===== config.mk =====
export PLATFORM = sky130hd
export DESIGN_NAME = ram_access_ctrl
export DESIGN_NICKNAME = d
export VERILOG_FILES = /design/src/rtl/mem_pkg.sv /design/src/rtl/req_fifo.sv /design/src/rtl/ram_access_ctrl.sv
export SDC_FILE = /design/constraint.sdc
export NUM_CORES = 1
export LEC_CHECK = 0
export CAP_MARGIN = 15
export CORE_ASPECT_RATIO = 0.6
export CORE_MARGIN = 2
export CORE_UTILIZATION = 53
export DETAILED_ROUTE_END_ITERATION = 12
export PLACE_DENSITY = 0.82
export SYNTH_ARGS = -nofsm -noshare
export SYNTH_HDL_FRONTEND = slang
export SYNTH_HIERARCHICAL = 1
export SYNTH_SLANG_ARGS = --single-unit

===== constraint.sdc =====
create_clock -name clock -period 2.6 [get_ports clock]
set_clock_uncertainty 0.05 [all_clocks]
set_input_delay 0.78 -clock clock [delete_from_list [all_inputs] [get_ports clock]]
set_output_delay 0.78 -clock clock [all_outputs]
set_load 0.005 [all_outputs]

===== src/rtl/mem_pkg.sv =====
// rtl/mem_pkg.sv - shared widths, FSM encoding and entry sizing for the RAM request sequencer
package mem_pkg;

  localparam int ADDR_W_DEF  = 4;
  localparam int DATA_W_DEF  = 8;
  localparam int ENTRY_W_DEF = 1 + ADDR_W_DEF + DATA_W_DEF;

  typedef enum logic [1:0] {
    ST_IDLE    = 2'd0,
    ST_ISSUE   = 2'd1,
    ST_CAPTURE = 2'd2,
    ST_RESP    = 2'd3
  } state_t;

  // Request entry layout is {write, addr, data}
  function automatic int entry_width(input int aw, input int dw);
    return 1 + aw + dw;
  endfunction

endpackage


===== src/rtl/req_fifo.sv =====
// rtl/req_fifo.sv - in-order request FIFO with push/pop/full/empty and async active-low reset
module req_fifo #(
  parameter int DEPTH = 4,
  parameter int WIDTH = 13
) (
  input  logic             clk,
  input  logic             rst_n,
  input  logic             i_push,
  input  logic [WIDTH-1:0] i_data,
  input  logic             i_pop,
  output logic [WIDTH-1:0] o_data,
  output logic             o_full,
  output logic             o_empty
);

  localparam int PTR_W = $clog2(DEPTH);
  localparam logic [PTR_W:0] FULL_CNT = (PTR_W+1)'(DEPTH);

  logic [WIDTH-1:0] r_mem [DEPTH];
  logic [PTR_W-1:0] r_wptr;
  logic [PTR_W-1:0] r_rptr;
  logic [PTR_W:0]   r_count;
  logic             w_do_push;
  logic             w_do_pop;

  assign o_full    = (r_count == FULL_CNT);
  assign o_empty   = (r_count == '0);
  assign w_do_push = i_push && !o_full;
  assign w_do_pop  = i_pop && !o_empty;
  assign o_data    = r_mem[r_rptr];

  // Storage carries no reset; only the pointers define what is valid
  always_ff @(posedge clk) begin
    if (w_do_push) begin
      r_mem[r_wptr] <= i_data;
    end
  end

  always_ff @(posedge clk or negedge rst_n) begin
    if (!rst_n) begin
      r_wptr  <= '0;
      r_rptr  <= '0;
      r_count <= '0;
    end else begin
      if (w_do_push) begin
        r_wptr <= r_wptr + 1'b1;
      end
      if (w_do_pop) begin
        r_rptr <= r_rptr + 1'b1;
      end
      case ({w_do_push, w_do_pop})
        2'b10:   r_count <= r_count + 1'b1;
        2'b01:   r_count <= r_count - 1'b1;
        default: r_count <= r_count;
      endcase
    end
  end

endmodule


===== src/rtl/ram_access_ctrl.sv =====
// rtl/ram_access_ctrl.sv - sequences buffered load/store requests onto a 1-cycle-latency sync RAM
module ram_access_ctrl
  import mem_pkg::*;
#(
  parameter int DEPTH  = 4,
  parameter int ADDR_W = ADDR_W_DEF,
  parameter int DATA_W = DATA_W_DEF
) (
  input  logic              clock,
  input  logic              reset_n,
  input  logic              reqValid,
  output logic              reqReady,
  input  logic              reqWrite,
  input  logic [ADDR_W-1:0] reqAddr,
  input  logic [DATA_W-1:0] reqData,
  output logic              respValid,
  input  logic              respReady,
  output logic [DATA_W-1:0] respData,
  output logic [ADDR_W-1:0] ramAddress,
  output logic [DATA_W-1:0] ramDataIn,
  output logic              ramWe,
  output logic              ramRd,
  input  logic [DATA_W-1:0] ramDataOut,
  output logic              busy
);

  localparam int ENTRY_W = entry_width(ADDR_W, DATA_W);

  state_t              r_state;
  state_t              w_next;
  logic                w_pop;
  logic                w_full;
  logic                w_empty;
  logic [ENTRY_W-1:0]  w_head;
  logic                w_head_write;
  logic [ADDR_W-1:0]   w_head_addr;
  logic [DATA_W-1:0]   w_head_data;

  logic [ADDR_W-1:0]   r_ram_addr;
  logic [DATA_W-1:0]   r_ram_din;
  logic                r_ram_we;
  logic                r_ram_rd;
  logic                r_resp_valid;
  logic [DATA_W-1:0]   r_resp_data;

  req_fifo #(
    .DEPTH (DEPTH),
    .WIDTH (ENTRY_W)
  ) u_fifo (
    .clk     (clock),
    .rst_n   (reset_n),
    .i_push  (reqValid && !w_full),
    .i_data  ({reqWrite, reqAddr, reqData}),
    .i_pop   (w_pop),
    .o_data  (w_head),
    .o_full  (w_full),
    .o_empty (w_empty)
  );

  assign w_head_write = w_head[ENTRY_W-1];
  assign w_head_addr  = w_head[ENTRY_W-2 -: ADDR_W];
  assign w_head_data  = w_head[DATA_W-1:0];

  always_ff @(posedge clock or negedge reset_n) begin
    if (!reset_n) begin
      r_state <= ST_IDLE;
    end else begin
      r_state <= w_next;
    end
  end

  // ISSUE remembers the request kind through r_ram_we, which is still high in that cycle
  always_comb begin
    w_next = r_state;
    w_pop  = 1'b0;
    case (r_state)
      ST_IDLE: begin
        if (!w_empty) begin
          w_pop  = 1'b1;
          w_next = ST_ISSUE;
        end
      end
      ST_ISSUE:   w_next = r_ram_we ? ST_IDLE : ST_CAPTURE;
      ST_CAPTURE: w_next = ST_RESP;
      ST_RESP: begin
        if (respReady) begin
          w_next = ST_IDLE;
        end
      end
      default:    w_next = ST_IDLE;
    endcase
  end

  always_ff @(posedge clock or negedge reset_n) begin
    if (!reset_n) begin
      r_ram_addr   <= '0;
      r_ram_din    <= '0;
      r_ram_we     <= 1'b0;
      r_ram_rd     <= 1'b0;
      r_resp_valid <= 1'b0;
      r_resp_data  <= '0;
    end else begin
      r_ram_we <= 1'b0;
      r_ram_rd <= 1'b0;
      if (w_pop) begin
        r_ram_addr <= w_head_addr;
        r_ram_din  <= w_head_data;
        r_ram_we   <= w_head_write;
        r_ram_rd   <= !w_head_write;
      end
      if (r_state == ST_CAPTURE) begin
        r_resp_data  <= ramDataOut;
        r_resp_valid <= 1'b1;
      end
      if ((r_state == ST_RESP) && respReady) begin
        r_resp_valid <= 1'b0;
      end
    end
  end

  assign reqReady   = !w_full;
  assign ramAddress = r_ram_addr;
  assign ramDataIn  = r_ram_din;
  assign ramWe      = r_ram_we;
  assign ramRd      = r_ram_rd;
  assign respValid  = r_resp_valid;
  assign respData   = r_resp_data;
  assign busy       = !w_empty || (r_state != ST_IDLE);

endmodule


### Yosys cells after proc, flatten, opt, wreduce, memory -nomap -nowiden

Memories as Yosys holds them, arrays and structs flattened.
Cells that the tools add are included.

* register bits: 32
* RAM bits: 52
* input bits: 25
* logic and storage cells: 50
* memories kept: 1

Memory list
* u_fifo.r_mem: depth 4, bits a word 13, rd ports 1, clocked after Yosys merged registers in 0, write ports 1, RTL line req_fifo.sv:19 `logic [WIDTH-1:0] r_mem [DEPTH];`

* $add $sub $neg: 4
* eq/ne operators: 8
* multiplexer cells: 13
* reductions and logical operators: 14

Operator list (number)
* 2-to-1 mux 1 bit: 8
* case mux 2 bit (4 select lines): 1
* == test 2 bit, second input constant: 3
* 2-to-1 mux 2 bit: 3
* case mux 3 bit (2 select lines): 1
* nonzero test 2 bit: 3
* adder 2 x 1 -> 2 bit, second input constant: 2
* == test 2 x 1 -> 1 bit, second input constant: 2
* logical AND 1 bit: 4
* inequality test 2 bit, second input constant: 2
* adder 3 x 1 -> 3 bit, second input constant: 1
* == test 3 bit, second input constant: 1
* logical NOT 1 bit: 3
* logical NOT 3 bit: 1
* subtractor 3 x 1 -> 3 bit, second input constant: 1
* logical NOT 2 bit: 1
* AND reduction 2 bit: 1
* logical OR 1 bit: 1

### Depth between registers and ports, before layout

Gate-level depths: netlist of run 1.

* depth after elaboration: 6
* depth in mapped cells: 10
* mapped depth without buffers: 10

### Modules after synthesis

Netlist of run 1, hierarchy kept.

Modules (own cells, without submodules)
* req_fifo: times used 1, cells each 105, area an instance 2334.7 um2, sequential area each 1736.7 um2
* ram_access_ctrl: times used 1, cells each 64, area an instance 1027.2 um2, sequential area each 625.6 um2

### Worst setup path before layout of run 1

OpenSTA, ideal clock, no wires.

* kind: register -> register
* from: register u_fifo.r_count[0]
* to: register u_fifo.r_count[2]
* setup time: 0.079 ns
* arrival: 2.101 ns
* required time: 2.471 ns
* path slack: 0.370 ns
* stages on the path, launching flop included: 11
* path buffers: 1
* path through: dfrtp_1 > nor3_1 > nor3_4 > buf_12 > o31a_1 > ha_1 > inv_1 > fa_1 > xor2_1 > nor2_1 > xor2_1

* word-level cells in the longest chain between the ends: 6

Ends and longest elaborated chain
* from (decl): RTL line req_fifo.sv:22 `logic [PTR_W:0] r_count;`
* from (signal assigned): RTL line req_fifo.sv:52 `2'b10: r_count <= r_count + 1'b1;`
* from (signal assigned): RTL line req_fifo.sv:53 `2'b01: r_count <= r_count - 1'b1;`
* from (signal assigned): RTL line req_fifo.sv:54 `default: r_count <= r_count;`
* logical NOT 3 bit *: RTL line req_fifo.sv:27 `assign o_empty = (r_count == '0);`
* net w_empty: RTL line ram_access_ctrl.sv:33 `logic w_empty;`
* 2-to-1 mux 1 bit *: RTL line ram_access_ctrl.sv:78 `if (!w_empty) begin`
* 2-to-1 mux 1 bit *: RTL line ram_access_ctrl.sv:76 `case (r_state)`
* net w_pop: RTL line ram_access_ctrl.sv:31 `logic w_pop;`
* logical AND 1 bit *: RTL line req_fifo.sv:29 `assign w_do_pop = i_pop && !o_empty;`
* net u_fifo.w_do_pop: RTL line req_fifo.sv:24 `logic w_do_pop;`
* == test 2 x 1 -> 1 bit / == test 2 bit (equally long branches): RTL line req_fifo.sv:51 `case ({w_do_push, w_do_pop})`
* case mux 3 bit (2 select lines) / nonzero test 2 bit (equally long branches)

The timed path passes the listed nets; every way through them passes the cells marked *.
A chain may end at the register's enable or synchronous reset.

### Worst setup path after layout of run 1

* from: register u_fifo.r_count[0]
* to: output reqReady

* word-level cells in the longest chain between the ends: 2

Ends and longest elaborated chain
* == test 3 bit: RTL line req_fifo.sv:26 `assign o_full = (r_count == FULL_CNT);`
* net w_full: RTL line ram_access_ctrl.sv:32 `logic w_full;`
* logical NOT 1 bit: RTL line ram_access_ctrl.sv:121 `assign reqReady = !w_full;`
* to (decl): RTL line ram_access_ctrl.sv:12 `output logic reqReady,`

The timed path passes the listed nets, and every way through them passes these cells.

==> qor.csv, run 1 <==
metric,value,unit
comb_power_share,35.2,%
dieArea,0.007018,mm2
hpwl,3.957,mm
place_congestion,0.6948,
min_to,respData[0],
worst_setup_path_start_kind,flop,
post-route-period-util,93.74,%
yosysTopAreaCell,edfxtp_1,
slew_headroom,60.69,%
nFillCells,416,
gr-usage-met1,24.01,%
cts_num_sinks,84,
hold_start,respData[0],
top_usage_layer,met2,
powerDensity,1129,mW/mm2
die_w,106.8,um
cts_tree,done,
drt-initial-drc-count,105,
grt_use_met3,8.234,%
critical_path.cell_chain,nor3b_2 > inv_1 > clkdlybuf4s50_1,
wl,5.699,mm
status,"complete, no violations",
worst_pin_slew,0.5896,ns
synth_top_flop_cell,edfxtp_1,
cts.reportedPaths.clkPinSlew,0.08,ns
wl_per_cell,17.70,um
dr.pass1.iters,4,
p_leak,0.001588,uW
row_count,22,
grt_overflow,0,
crit_family,buffers and inverters,
final_cell_mix,"edfxtp_1, clkdlybuf4s50_1, dfrtp_1",
reg2reg_from,u_fifo/r_count[0],
synth_cells,169,
min_period,2.437,ns
clockBufferDepth,2,
syn_nets,200,
clockPowerShare,20.3,%
crit_start,u_fifo/r_count[0],
worstHoldPathType,flop to flop,
antenna_found_initial,0,
grt_pass1_vias,1752,
yosysWarnings,6,
cts_max_level,3,
cp.buffers_inverters,2,
die_y,65.70,um
synth_top_area_share,46.45,%
hold_viol,0,
ant_nets,0,
p_int,3457,uW
synth_cell_types,34,
clock_latency,0.35,ns
cap_viol_max_count,0,
numCtsBuffers,9,
synth_edf_count,52,
timing.rr.end,u_fifo/r_count[2],
critPathRequiredTime,1.77,ns
pin_count,50,
drive_above_1_share,24.79,%
hold_depth,1,
multi_input_area,903.4,um2
synth_seq_cells,84,
grt_max_degree,33,
port_buffers,49,
vias,1612,
seq_area_frac_synth,70.26,%
slew_viol_final,0,
max_stage_delay,0.45,ns
peakVddDrop,0.4658,mV
criticalPathCategory,flop to output pin,
regArea,0.002362,mm2
end_kind,output pin,
cts_setup_buffers,0,
drc,0,
avgSynthCellArea,19.89,um2
swShare,27.52,%
report.power.total,4769,uW
grt_util_all_layers,18.94,%
critPathSlowestCell,dfrtp_1,
area_growth,25.60,%
viasPerCell,5.006,
ff2ff_setup_slack,0.39,ns
synth-async-reset-ratio,38.10,%
fmax,0.4103,GHz
syn_area,0.003362,mm2
diodes,0,
initial_utilization,55.02,%
rsz0062_at_grt,false,
core-area,0.006111,mm2
fin_hold_ws,0.4571,ns
setup_viol,0,
switchingPower,1313,uW
final_common_cell,edfxtp_1,
ys_top_cells_by_area,"edfxtp_1, dfrtp_1, mux4_2",
grt_pass1_wl,9.377,mm
nets,264,
arrival,1.61,ns
reg2regPathDepth,10,
crit_fanout,5,
met2_usage,30.89,%
root_buffer,clkbuf_8,
power_frac_seq,44.5,%
## cell usage after synthesis, types with 2 or more instances
library cell  instances
mux2_2               12
mux4_2                8
nor2_1                2
dfrtp_1              32
nand2_1               3
mux2_4                9
and2_1                4
buf_6                 2
edfxtp_1             52
xor2_1                3
buf_12                2
nor2b_1               2
mux4_1                5
inv_1                 7
ha_1                  5
xnor2_1               3
## how the worst max path moves through the flow
stage	to	slack, ns	cells after the start
6_report	reqReady	0.16	3
5_1_grt	reqReady	0.05	3
4_1_cts	busy	0.08	3
3_5_place_dp	u_fifo/r_count[2]	-0.06	10
3_3_place_gp	u_fifo/r_count[2]	-0.0008	10
2_1_floorplan	u_fifo/r_count[2]	0.37	10
## flip-flops by register name, indices dropped and copies added (netlist names), 2 cells and up, named ones only
signal,count
ramAddress,4
ramDataIn,8
u_fifo/r_count,3
respData,8
u_fifo/r_wptr,2
u_fifo/r_mem,52
u_fifo/r_rptr,2
## final cells by class
cell class | instances | share of cell area, %
timing repair buffer | 59 | 14.58
sequential | 84 | 55.94
clock inverter | 4 | 1.778
inverter | 7 | 0.6222
multi-input combinational | 72 | 21.39
tap | 84 | 2.489
clock buffer | 12 | 3.200
## logic make-up after synthesis
kind of cell             Yosys count  share of synthesized area (%)
AO/OA/AOI/OAI                      4                         0.9304
XOR/XNOR                           6                          1.563
adder cells (fa/ha/maj)            6                          2.456
buffers and inverters             13                          3.015
flip-flops                        84                          70.26
multiplexers                      35                          17.60
AND/OR/NAND/NOR                   21                          4.168
## through the flow
stage | util, % | setup slack, ns | std cells | TNS [ns] | cell area [um2]
6_report | 69.10 | 0.1626 | 322 | 0 | 4223
2_1_floorplan | - | 0.3696 | 169 | 0 | 3362
4_1_cts | 69.02 | 0.08261 | 322 | 0 | 4218
3_5_place_dp | 65.58 | -0.05798 | 306 | -0.05798 | 4008
5_1_grt | 69.10 | 0.04651 | 322 | 0 | 4223
3_3_place_gp | 65.58 | -0.0008062 | 306 | -0.0008062 | 4008
## layer usage
layer  routed length, um  share of wire, %
met1                2547                45
met4                  23              0.40
met3                 335               5.9
met2                2792                49
met5                   0                 0
## power groups by stage
stage	clock [uW]	combinational, uW	sequential [uW]
4_1_cts	997	1710	2130
3_3_place_gp	0	1640	2120
3_5_place_dp	0	1700	2150
6_report	967	1680	2120
5_1_grt	1060	1830	2180
2_1_floorplan	0	1080	2070
## repair_timing
action | 4_1_cts | 5_1_grt
hold buffers | 0 | 0
endpoints found under the setup margin | 0 | 1
resized for setup | 0 | 1
hold endpoints to repair | 0 | 0
(Power assumes the default switching activity.)
==> run 2, diff against run 1 <==
Settings changed: MAX_ROUTING_LAYER from default to met4.
==> qor.csv, run 2 (synthesized netlist as in run 1, its figures left out) <==
metric,value,unit
status,"complete, no violations",
crit_fanout,5,
grt_max_degree,33,
worstHoldPathType,flop to flop,
fin_hold_ws,0.4571,ns
largest_reg_flops,52,
fmax,0.4101,GHz
vias,1612,
clockPowerShare,20.3,%
hold_viol,0,
power_frac_seq,44.5,%
tns,0,ns
max_stage_delay,0.45,ns
grt_pass1_wl,9.384,mm
grt_pass1_vias,1762,
cts_max_level,3,
rsz0062_at_grt,false,
worst_pin_slew,0.6073,ns
drt-initial-drc-count,112,
nets,264,
row_count,22,
clockBufferDepth,2,
numCtsBuffers,9,
hold_buffers,0,
drive_above_1_share,24.79,%
drc,0,
hpwl,3.957,mm
dieArea,0.007018,mm2
arrival,1.61,ns
antenna_found_initial,0,
report.power.total,4772,uW
place_congestion,0.7023,
place_inst,306,
area_growth,25.60,%
worst_setup_path_start_kind,flop,
critPathRequiredTime,1.77,ns
swShare,27.57,%
initial_utilization,55.02,%
die_w,106.8,um
cp.buffers_inverters,2,
critical_path.cell_chain,nor3b_2 > inv_1 > clkdlybuf4s50_1,
post-route-period-util,93.78,%
root_buffer,clkbuf_8,
criticalPathCategory,flop to output pin,
crit_family,buffers and inverters,
switchingPower,1316,uW
cap_viol_max_count,0,
diodes,0,
grt_overflow,0,
top_register,u_fifo/r_mem,
stdcell_count,322,
slew_viol_final,0,
clock_latency,0.35,ns
port_buffers,49,
final_cell_mix,"edfxtp_1, clkdlybuf4s50_1, dfrtp_1",
p_int,3457,uW
core-area,0.006111,mm2
die_y,65.70,um
slew_headroom,59.52,%
pin_count,50,
wl,5.710,mm
comb_power_share,35.1,%
cts_tree,done,
ant_nets,0,
wl_per_cell,17.73,um
cts_num_sinks,84,
viasPerCell,5.006,
min_period,2.438,ns
peakVddDrop,0.4683,mV
cts.reportedPaths.clkPinSlew,0.08,ns
final_common_cell,edfxtp_1,
dr.pass1.iters,4,
p_leak,0.001588,uW
setup_viol,0,
critPathSlowestCell,dfrtp_1,
end_kind,output pin,
powerDensity,1130,mW/mm2
grt_util_all_layers,19.40,%
run 2: cell type report:
cell class / instances / area, um2
inverters: 7 / 26.28
flip-flops and latches: 84 / 2362
clock buffers: 12 / 135.1
clock inverters: 4 / 75.07
fillers: 416 / 1888
multi-input cells: 72 / 903.4
well taps: 84 / 105.1
repair buffers: 59 / 615.6
run 2: worst paths after layout:
check | slack, ns | end | from | depth (start not counted)
setup / recovery | 0.16 | reqReady | u_fifo/r_count[0] | 3
hold / removal | 0.46 | respData[0] | respData[0] | 1
setup reg to reg | 0.39 | u_fifo/r_count[2] | u_fifo/r_count[0] | 10
hold reg to reg | 0.46 | respData[0] | respData[0] | 1
max in group asynchronous | 1.40 | ramDataIn[1] | reset_n | 2
min in group asynchronous | 0.79 | ramDataIn[5] | reset_n | 2
run 2: worst register-to-register path: stages, from the launching register on:
cell,delay [ns]
dfrtp_1,0.46
nor3_2,0.08
buf_4,0.15
nor3_4,0.13
o31a_1,0.23
ha_1,0.19
inv_1,0.05
fa_1,0.37
xor2_1,0.15
nor2_1,0.13
xor2_1,0.15
run 2: power by group through the flow:
stage	combinational [uW]	clock, uW	sequential (uW)
floorplan	1080	0	2070
global placement	1640	0	2120
detailed placement	1700	0	2150
CTS	1710	997	2130
global route	1830	1060	2170
finish	1680	970	2130
run 2: repair_timing:
action / CTS / global route
setup endpoints to repair: 0 / 1
hold endpoints to repair: 0 / 0
setup buffers: 0 / 0
resized for setup: 0 / 1
run 2: through the flow:
| step | area [um2] | util [%] | setup WS (ns) |
|---|---|---|---|
| global route | 4223 | 69.10 | 0.04943 |
| detailed placement | 4008 | 65.58 | -0.05798 |
| finish | 4223 | 69.10 | 0.1617 |
| global placement | 4008 | 65.58 | -0.0008062 |
| CTS | 4218 | 69.02 | 0.08261 |
| floorplan | 3362 | - | 0.3696 |
run 2: per-layer routing:
layer	track usage (%)	wire, um	up-vias	share of wire (%)
li1	-	-	763	-
met1	23.94	2593	795	45
met2	30.97	2775	50	49
met3	7.540	319	4	5.6
met4	4.383	21	0	0.37
met5	-	0	-	0
==> run 3, diff against run 2 <==
Settings changed: CORE_ASPECT_RATIO 0.6 to 0.5, HOLD_SLACK_MARGIN from default to 0.02.
==> qor.csv, run 3 (synthesized netlist as in run 1, its figures left out) <==
metric,value,unit
hold_buffers,0,
vias,1722,
top_register,u_fifo/r_mem,
timing.rr.end,u_fifo/r_count[2],
top_usage_layer,met2,
root_buffer,clkbuf_16,
ant_nets,0,
numCtsBuffers,9,
hold_depth,1,
final_common_cell,edfxtp_1,
cts_num_sinks,84,
arrival,1.64,ns
met2_usage,32.64,%
worst_setup_path_start_kind,flop,
post-route-period-util,95.02,%
final_cell_mix,"edfxtp_1, clkdlybuf4s50_1, dfrtp_1",
initial_utilization,55.06,%
viasPerCell,5.234,
fmax,0.4048,GHz
grt_use_met3,6.491,%
drc,0,
cts_setup_buffers,0,
grt_pass1_wl,9.591,mm
grt_pass1_vias,1823,
slew_viol_final,0,
placed_area,0.003985,mm2
gr-usage-met1,25.43,%
crit_family,flip-flops,
setup_viol,0,
die_y,60.32,um
powerDensity,1195,mW/mm2
area_growth,28.51,%
ff2ff_setup_slack,0.43,ns
tns,0,ns
die_w,116.6,um
worst_pin_slew,0.6728,ns
drive_above_1_share,26.56,%
rsz0062_at_grt,false,
place_congestion,0.7083,
critPathSlowestCell,dfrtp_1,
cp.buffers_inverters,1,
status,"complete, no violations",
drt-initial-drc-count,153,
peakVddDrop,0.8235,mV
diodes,0,
critical_path.cell_chain,nor3_4 > nand2_1 > clkdlybuf4s50_1,
grt_overflow,0,
max_stage_delay,0.46,ns
wl_per_cell,18.08,um
min_period,2.471,ns
clockBufferDepth,2,
worstHoldPathType,flop to flop,
reg2reg_from,u_fifo/r_count[0],
port_buffers,49,
grt_util_all_layers,20.35,%
dr.pass1.iters,4,
end_kind,output pin,
min_to,respData[2],
reg2regPathDepth,10,
grt_max_degree,33,
antenna_found_initial,0,
core-area,0.006106,mm2
critPathRequiredTime,1.77,ns
wl,5.947,mm
hpwl,3.802,mm
row_count,20,
cap_viol_max_count,0,
largest_reg_flops,52,
dieArea,0.007035,mm2
criticalPathCategory,flop to output pin,
pin_count,50,
hold_start,respData[2],
p_leak,0.001655,uW
fin_area,0.004320,mm2
cts_tree,done,
slew_headroom,55.15,%
cts_max_level,3,
nets,267,
clock_latency,0.34,ns
cts.reportedPaths.clkPinSlew,0.06,ns
crit_fanout,5,
hold_viol,0,
## run 3: changes by cell type in the layout (fill, tap and decap cells not counted)
cell	delta
clkinv_1	+1
nor3_2	-1
clkinv_4	+2
clkbuf_8	-9
clkinvlp_4	-2
clkbuf_16	+9
nor3_4	+1
buf_4	+7
inv_6	+2
clkbuf_1	-3
buf_12	-4
## run 3: worst max-delay path by stage
stage	start	slack, ns	depth (start not counted)	to
floorplan	u_fifo/r_count[0]	0.37	10	u_fifo/r_count[2]
CTS	u_fifo/r_count[0]	0.03	3	busy
global route	u_fifo/r_count[0]	0.04	3	busy
global placement	reqValid	0.01	10	u_fifo/r_count[2]
finish	u_fifo/r_count[0]	0.13	3	busy
detailed placement	reqValid	-0.03	10	u_fifo/r_count[2]
## run 3: per-stage QoR
step	setup slack, ns	power (uW)	util (%)	instances	hold WS [ns]
after floorplan	0.3696	3143	-	169	0.4259
after global placement	0.01349	3698	65.27	313	0.4344
after detailed placement	-0.02593	3799	65.27	313	0.4422
after CTS	0.03311	5222	70.66	329	0.4557
after global routing	0.03578	5452	70.76	329	0.4703
final	0.1294	5163	70.76	329	0.4515
## run 3: layer usage
layer  routed length (um)  part of all wire (%)  up-vias
met5                    0                     0        -
met4                   45                  0.76        0
met3                  294                   4.9        7
met2                 2960                    50       48
met1                 2648                    45      890
li1                     -                     -      777
## run 3: what timing repair did
item | 4_1_cts | 5_1_grt
cloned | 0 | 0
setup endpoints to repair | 1 | 1
gates resized for setup | 1 | 1
## run 3: layout make-up
cell class / instances / area (um2)
clock buffer: 9 / 225.2
clock inverter: 7 / 98.84
fill: 397 / 1785
inverter: 7 / 26.28
multi-input combinational: 72 / 909.6
sequential: 84 / 2362
tap: 88 / 110.1
timing repair buffer: 62 / 588.1
## run 3: power by group
part           internal (uW)  switching (uW)
clock                    847             514
combinational           1030             629
sequential              1860             281
## run 3: worst register-to-register path, stage by stage, from the launching register on
cell and delay, ns:
dfrtp_1 0.46, nor3b_2 0.29, nor2b_1 0.07, nor2b_2 0.16, inv_1 0.06, ha_1 0.16
inv_1 0.06, fa_1 0.37, xor2_1 0.15, nor2_1 0.12, xor2_1 0.16
